==> config.mk <==
export PLATFORM = sky130hd
export DESIGN_NAME = interface_spislave_ext
export DESIGN_NICKNAME = d
export VERILOG_FILES = /design/src/rtl/interface_spislave_ext.sv
export SDC_FILE = /design/constraint.sdc
export NUM_CORES = 1
export LEC_CHECK = 0
export CAP_MARGIN = 20
export CORE_MARGIN = 3
export CORE_UTILIZATION = 40
export CTS_BUF_LIST = sky130_fd_sc_hd__clkbuf_8
export DETAILED_ROUTE_END_ITERATION = 10
export SKIP_LAST_GASP = 1
export SYNTH_ARGS = -nofsm -noshare
export SYNTH_HDL_FRONTEND = slang
export SYNTH_SLANG_ARGS = --single-unit
==> constraint.sdc <==
create_clock -name clk -period 2.3 [get_ports clk]
set_input_delay 0.345 -clock clk [delete_from_list [all_inputs] [get_ports clk]]
set_output_delay 0.345 -clock clk [all_outputs]
set_load 0.05 [all_outputs]
==> src/rtl/interface_spislave_ext.sv <==
`timescale 1ns/1ps
// interface_spislave_ext
//
// SPI slave that moves one fixed-length frame per chip-select window between
// an external SPI master and the register/command decoder. All SPI pins are
// oversampled on clk (SCK must run at clk/8 or slower).
//
// Parameters
//   BUFFER_SIZE : frame length in bits (multiple of 8, >= 40)
//   MSGID       : required value of the top 32 frame bits
//   TIMEOUT     : clk cycles without an accepted frame before pkg_timeout
//   CPOL        : SCK idle level
//   CPHA        : 0 = sample on leading edge, 1 = sample on trailing edge
//
// Optional feature macro: SPISLAVE_CRC8_EN
//   Defined   : last frame byte is a CRC-8 (poly 0x07, init 0) over the
//               preceding bits; checked on receive, inserted on transmit.
//   Undefined : all frame bits pass through unchanged.
//
// Ports
//   clk, rst            : system clock, synchronous active-high reset
//   SPI_SCK/SSEL/MOSI   : asynchronous SPI pins (SSEL active low)
//   SPI_MISO            : slave data, MSB first, 0 outside a frame
//   tx_data             : reply frame, captured when the frame starts
//   rx_data, rx_valid   : last accepted frame + one-cycle update strobe
//   frame_err           : one-cycle strobe on a rejected frame
//   err_count           : saturating count of rejected frames
//   busy                : frame in progress (SHIFT or CHECK)
//   pkg_timeout         : no accepted frame for TIMEOUT cycles
module interface_spislave_ext #(
  parameter int          BUFFER_SIZE = 64,
  parameter logic [31:0] MSGID       = 32'h74697277,
  parameter int          TIMEOUT     = 4800000,
  parameter bit          CPOL        = 1'b0,
  parameter bit          CPHA        = 1'b0
) (
  input  logic                   clk,
  input  logic                   rst,
  input  logic                   SPI_SCK,
  input  logic                   SPI_SSEL,
  input  logic                   SPI_MOSI,
  output logic                   SPI_MISO,
  input  logic [BUFFER_SIZE-1:0] tx_data,
  output logic [BUFFER_SIZE-1:0] rx_data,
  output logic                   rx_valid,
  output logic                   frame_err,
  output logic [7:0]             err_count,
  output logic                   busy,
  output logic                   pkg_timeout
);

  localparam int BCW = $clog2(BUFFER_SIZE + 2);
  localparam int TCW = $clog2(TIMEOUT + 1);
  localparam logic [BCW-1:0] BC_FULL = BCW'(BUFFER_SIZE);
  localparam logic [BCW-1:0] BC_MAX  = BCW'(BUFFER_SIZE + 1);
  localparam logic [TCW-1:0] TMO_MAX = TCW'(TIMEOUT);

  typedef enum logic [1:0] {IDLE, SHIFT, CHECK} state_t;

  // Pin synchronizers: [0],[1] synchronize, [2] holds the previous value
  // for edge detection.
  logic [2:0] sck_r, ssel_r, mosi_r;
  // Cycles since reset, saturating at 3; the SSEL chain only holds real
  // pin samples once it has been flushed of its reset values.
  logic [1:0] fill;
  logic       armed;

  always_ff @(posedge clk) begin
    if (rst) begin
      sck_r  <= {3{CPOL}};
      ssel_r <= 3'b111;
      mosi_r <= 3'b000;
      fill   <= 2'd0;
      armed  <= 1'b0;
    end else begin
      sck_r  <= {sck_r[1:0], SPI_SCK};
      ssel_r <= {ssel_r[1:0], SPI_SSEL};
      mosi_r <= {mosi_r[1:0], SPI_MOSI};
      if (fill != 2'd3) fill <= fill + 2'd1;
      // Arm only on a genuine high SSEL, so an SSEL already held low across
      // reset can never masquerade as a frame start.
      if (fill == 2'd3 && ssel_r[1]) armed <= 1'b1;
    end
  end

  logic sck_rise, sck_fall, lead_edge, trail_edge;
  logic sample_edge, shift_edge, ssel_fall, ssel_rise, mosi_bit;

  assign sck_rise    = sck_r[1] & ~sck_r[2];
  assign sck_fall    = ~sck_r[1] & sck_r[2];
  assign lead_edge   = CPOL ? sck_fall : sck_rise;
  assign trail_edge  = CPOL ? sck_rise : sck_fall;
  assign sample_edge = CPHA ? trail_edge : lead_edge;
  assign shift_edge  = CPHA ? lead_edge : trail_edge;
  assign ssel_fall   = ~ssel_r[1] & ssel_r[2];
  assign ssel_rise   = ssel_r[1] & ~ssel_r[2];
  // MOSI as it stood alongside the pre-edge SCK level in stage [2].
  assign mosi_bit    = mosi_r[2];

  // Frame datapath
  state_t                 state, state_nx;
  logic [BUFFER_SIZE-1:0] tx_sr, rx_sr, tx_load;
  logic [BCW-1:0]         bit_cnt;
  logic [TCW-1:0]         tmo_cnt;
  logic                   first_lead;
  logic                   load_tx, sample, tx_shift, crc_ok, frame_ok;

`ifdef SPISLAVE_CRC8_EN
  function automatic logic [7:0] crc8(input logic [BUFFER_SIZE-9:0] d);
    logic [7:0] c;
    c = 8'h00;
    for (int i = BUFFER_SIZE - 9; i >= 0; i--)
      c = {c[6:0], 1'b0} ^ ((c[7] ^ d[i]) ? 8'h07 : 8'h00);
    return c;
  endfunction

  assign tx_load = {tx_data[BUFFER_SIZE-1:8], crc8(tx_data[BUFFER_SIZE-1:8])};
  assign crc_ok  = (crc8(rx_sr[BUFFER_SIZE-1:8]) == rx_sr[7:0]);
`else
  assign tx_load = tx_data;
  assign crc_ok  = 1'b1;
`endif

  assign frame_ok = (bit_cnt == BC_FULL) &&
                    (rx_sr[BUFFER_SIZE-1 -: 32] == MSGID) && crc_ok;

  always_comb begin
    state_nx = state;
    load_tx  = 1'b0;
    sample   = 1'b0;
    tx_shift = 1'b0;
    case (state)
      IDLE: begin
        if (ssel_fall && armed) begin
          load_tx  = 1'b1;
          state_nx = SHIFT;
        end
      end
      SHIFT: begin
        // SSEL release wins over a coincident SCK edge.
        if (ssel_rise) begin
          state_nx = CHECK;
        end else begin
          sample   = sample_edge;
          // In CPHA=1 the first leading edge launches bit 0, which is
          // already on MISO, so it must not advance the register.
          tx_shift = shift_edge && !(CPHA && first_lead);
        end
      end
      CHECK:   state_nx = IDLE;
      default: state_nx = IDLE;
    endcase
  end

  always_ff @(posedge clk) begin
    if (rst) begin
      state      <= IDLE;
      tx_sr      <= '0;
      rx_sr      <= '0;
      bit_cnt    <= '0;
      first_lead <= 1'b0;
      rx_data    <= '0;
      rx_valid   <= 1'b0;
      frame_err  <= 1'b0;
      err_count  <= 8'd0;
      tmo_cnt    <= '0;
    end else begin
      state     <= state_nx;
      rx_valid  <= 1'b0;
      frame_err <= 1'b0;

      if (load_tx) begin
        tx_sr      <= tx_load;
        rx_sr      <= '0;
        bit_cnt    <= '0;
        first_lead <= 1'b1;
      end else begin
        if (tx_shift) tx_sr <= {tx_sr[BUFFER_SIZE-2:0], 1'b0};
        if (state == SHIFT && lead_edge) first_lead <= 1'b0;
        if (sample) begin
          rx_sr <= {rx_sr[BUFFER_SIZE-2:0], mosi_bit};
          // Saturate one past full so long frames stay distinguishable.
          if (bit_cnt != BC_MAX) bit_cnt <= bit_cnt + BCW'(1);
        end
      end

      if (state == CHECK) begin
        if (frame_ok) begin
          rx_data  <= rx_sr;
          rx_valid <= 1'b1;
        end else begin
          frame_err <= 1'b1;
          if (err_count != 8'hFF) err_count <= err_count + 8'd1;
        end
      end

      if (state == CHECK && frame_ok) tmo_cnt <= '0;
      else if (tmo_cnt != TMO_MAX)    tmo_cnt <= tmo_cnt + TCW'(1);
    end
  end

  assign SPI_MISO    = (state == SHIFT) && tx_sr[BUFFER_SIZE-1];
  assign busy        = (state != IDLE);
  assign pkg_timeout = (tmo_cnt == TMO_MAX);

endmodule
**Yosys cells after proc, flatten, opt, wreduce, memory -nomap -nowiden**

Index checks and enable logic that the tools add are counted.

- Output and inout bits: 77
- Flip-flop bits (word level): 246

- Eq/ne operators: 12
- Reduce and logical (&&, ||, !) cells: 15
- Bitwise gates (word level): 10
- Add/subtract/negate cells: 4
- Mux-type cells: 13

Operator list:

| kind | count |
|---|---|
| $mux W64 | 2 |
| $eq A32 B31 Y1 const B | 1 |
| $add A23 B1 Y23 const B | 1 |
| $eq A23 B23 Y1 const B | 1 |
| $ne A23 B23 Y1 const B | 1 |
| $add A8 B1 Y8 const B | 1 |
| $mux W1 | 8 |
| $ne A8 B8 Y1 const B | 1 |
| $add A7 B1 Y7 const B | 1 |
| $eq A7 B7 Y1 const B | 1 |
| $ne A7 B7 Y1 const B | 1 |
| $ne A2 B2 Y1 const B | 3 |
| $not A1 Y1 | 6 |
| $reduce_and A2 Y1 | 3 |
| $reduce_or A2 Y1 | 3 |
| $logic_and A1 B1 Y1 | 5 |
| $and A1 B1 Y1 | 4 |
| $eq A2 B2 Y1 const B | 2 |
| $mux W2 | 2 |
| $pmux W2 S2 | 1 |
| $reduce_bool A2 Y1 | 2 |
| $reduce_and A3 Y1 | 1 |
| $add A2 B1 Y2 const B | 1 |
| $eq A2 B1 Y1 const B | 1 |
| $logic_not A2 Y1 | 1 |

**Depth between registers and ports, before layout**

- Word-level depth: 6
- Mapped depth: 8

**Worst setup path before layout**

No wires, ideal clock.

- Path type: reg2reg
- Start point: register tmo_cnt[16]
- End point: register tmo_cnt[2]
- Data required time: 2.179 ns
- Setup slack: -0.175 ns
- Cell stages (with the launch flop): 6
- Buffers on the path: 0
- Data arrival time: 2.355 ns
- Path through: dfxtp_1 nor4b_1 nand4_1 nor3_1 or3b_2 a21oi_1

- Longest elaborated chain between the ends: 1

RTL lines:

| element | line | source |
|---|---|---|
| from (decl) | 104 | `logic [TCW-1:0] tmo_cnt;` |
| from (signal assigned) | 198 | `else if (tmo_cnt != TMO_MAX) tmo_cnt <= tmo_cnt + TCW'(1);` |
| $ne A23 B23 Y1 | 198 |  |

No other way between the ends.
A chain may end at the register's enable or synchronous reset.

**Worst setup path after layout**

- Start point: register rx_sr[63]
- End point: register err_count[7]

- Longest elaborated chain between the ends: 4

RTL lines:

| element | line | source |
|---|---|---|
| from (decl) | 102 | `logic [BUFFER_SIZE-1:0] tx_sr, rx_sr, tx_load;` |
| from (signal assigned) | 181 | `rx_sr <= {rx_sr[BUFFER_SIZE-2:0], mosi_bit};` |
| $eq A32 B31 Y1 | 125 | `(rx_sr[BUFFER_SIZE-1 -: 32] == MSGID) && crc_ok;` |
| $logic_and A1 B1 Y1 | 124 | `assign frame_ok = (bit_cnt == BC_FULL) &&` |
| $not A1 Y1 (no line) | - |  |
| $reduce_and A3 Y1 (no line) | - |  |
| to (signal assigned) | 193 | `if (err_count != 8'hFF) err_count <= err_count + 8'd1;` |
| to (decl) | 47 | `output logic [7:0] err_count,` |

No other way between the ends.

==> metrics <==
Clock Skew 0.0270 ns; Antenna Cells 0; WL per Instance 14.2 um; P per Cell Area 693 mW/mm^2; H-tree levels 2; library cells used by synthesis 40; asr flop ratio synth 0; core footprint between 0.02 and 0.025 sq mm; CP Capture Type flop; most frequent cells in the layout dfxtp_1, nand2_1, clkdlybuf4s50_1; Max Cap Viol 0; I/O pin cnt around 150; status finished, violations left; commonest non-fill, non-tap cell in the layout dfxtp_1; Avg Inst Size Synth 8.81 sq um; period utilisation layout 1.01; first-pass GRT wire length 34.1 mm; nets around 1,300; CP Class reg -> reg; number of global-route vias before repair approximately 6,900; worst vdd ir 0.720 mV; Root Driver clkbuf_8; failing checks negative setup slack; Seq/Total Area, Yosys 0.545; Post-Place Setup Slack -0.0257 ns; Max clock buf depth 3; Die H ~160 um; final worst slack -0.0287 ns; router iterations before antenna repair 5; crit path max fanout 13; number of I/O port buffers approximately 150; via count approximately 7,500; Die Wd 156 um; die area 0.0245 sq mm; Post-route DRC 0; fmax 429 MHz; R2R Setup Slk -0.03 ns; Crit path arrival time approximately 2.7 ns; endpoints failing hold 0; Reg clk slew, reported paths about 0.06 ns; Crit path required time roughly 2.7 ns; Setup TNS -0.0660 ns; synthesized flop and latch total about 250; ys flop type dfxtp_1; Mapped Cells 1,026; number of synthesized flops with an enable pin 0; Layout area overhead 33.2%; cell area after synthesis between 0.009 and 0.01 sq mm; Hold Crit Class in -> reg; Initial Utilization 0.411; total track usage 0.165; Final ANT Viol Nets 0; Post-Route WL between 20 and 25 mm; Detail Placement HPWL ~13 mm; initial antenna violation count 0; clock buffer count from CTS 42; yosys warns 0; Worst setup SP type flop; grt ovf 0; Final setup viols 6; DR vias/cell 5.03; worst-margin pin slew slightly below 0.7 ns; pin count of the biggest net entering global routing roughly 120; RSZ-0062 raised after global routing true; CTS tree done; fin crit period approximately 2.3 ns; # rows 54; Mapped Nets roughly 1,100; Final Max Tran Viols 0; share of cells above drive strength 1 0.104; worst skew pair latency 0.53 ns; LEAKAGE roughly 4.2 nW; CTS Sinks 246; slew margin rel. 0.546; RePlAce Congestion 0.762; initial DRC count approximately 540
## routing by layer
layer	vias to the layer above	share of wire	GRT usage
li1	3817	-	-
met1	3526	0.48	0.235
met2	166	0.46	0.252
met3	25	0.052	0.0354
met4	0	0.015	0.0471
met5	-	0	0
## report_power, final
group	internal [mW]	switching, mW
clock	2.08	1.66
sequential	4.29	0.0196
combinational	0.159	0.136
total	6.53	1.81
## state kept, by name, summed over array words and instances, names as in the netlist
signal,flops
state,2
frame_err,1
fill,2
mosi_r,3
tx_sr,64
rx_data,64
tmo_cnt,23
rx_sr,64
armed,1
err_count,8
sck_r,3
ssel_r,3
bit_cnt,7
rx_valid,1
## timing repair
action / CTS / global route
resized for setup: 4 / 14
setup buffers: 2 / 10
pin swaps: 0 / 2
endpoints found under the setup margin: 66 / 76
hold buffers: 0 / 0
cloned: 0 / 6
## cell usage after synthesis, types with 5 or more instances
library cell	number	area, sq um
a21oi_1	138	691
a22oi_1	64	480
and2_1	16	100
and3_1	8	50.1
buf_4	6	45.0
clkbuf_1	59	221
dfxtp_1	246	4920
ha_1	7	87.6
inv_1	10	37.5
mux2i_1	34	340
nand2_1	203	762
nand3_1	20	100
nand4_1	10	62.6
nor2_1	109	409
nor2b_1	10	62.6
nor3_1	6	30.0
o21ai_0	5	25.0
or4_1	6	45.0
xor2_1	23	201
## worst max-delay path: stages (launching register included)
cell and delay [ns]:
dfxtp_2 0.31, or4b_1 0.50, or4_4 0.45, buf_4 0.16
o311ai_4 0.25, buf_6 0.19, nor3_1 0.08, mux2_2 0.26
## logic make-up after synthesis
kind of cell / Yosys count / share of synthesized area
XOR/XNOR: 27 / 0.0261
multiplexers: 35 / 0.0389
flip-flops: 246 / 0.545
AO/OA/AOI/OAI: 213 / 0.138
adder cells (fa/ha/maj): 7 / 0.00968
AND/OR/NAND/NOR: 419 / 0.207
buffers and inverters: 79 / 0.0354
## final timing paths
kind	startpoint	cells past startpoint	endpoint
min reg2reg	ssel_r[0]$_SDFF_PP1_	1	ssel_r[1]$_SDFF_PP1_
min	rst	3	rx_data[57]$_SDFFE_PP0P_
max	rx_sr[63]$_SDFFE_PP0P_	7	err_count[7]$_SDFFE_PP0P_
max reg2reg	rx_sr[63]$_SDFFE_PP0P_	7	err_count[7]$_SDFFE_PP0P_
## metrics by stage
stage	area, sq um	hold WS [ns]	total power [mW]	utilization	cells
after CTS	11800	0.323	8.48	0.534	1483
after global routing	12000	0.277	8.71	0.547	1498
after floorplan	9050	0.389	4.52	-	1026
final	12000	0.276	8.34	0.547	1498
after global placement	10900	0.400	4.68	0.496	1410
after detailed placement	10900	0.399	4.68	0.496	1410
## layout make-up
class                   instances  area (sq um)
flip-flops and latches        246          4930
clock buffers                  50           688
repair buffers                190          2050
inverters                      10          37.5
well taps                     280           350
fillers                      2049          9980
multi-input cells             701          3870
clock inverters                21           120
(Power assumes the default switching activity.)
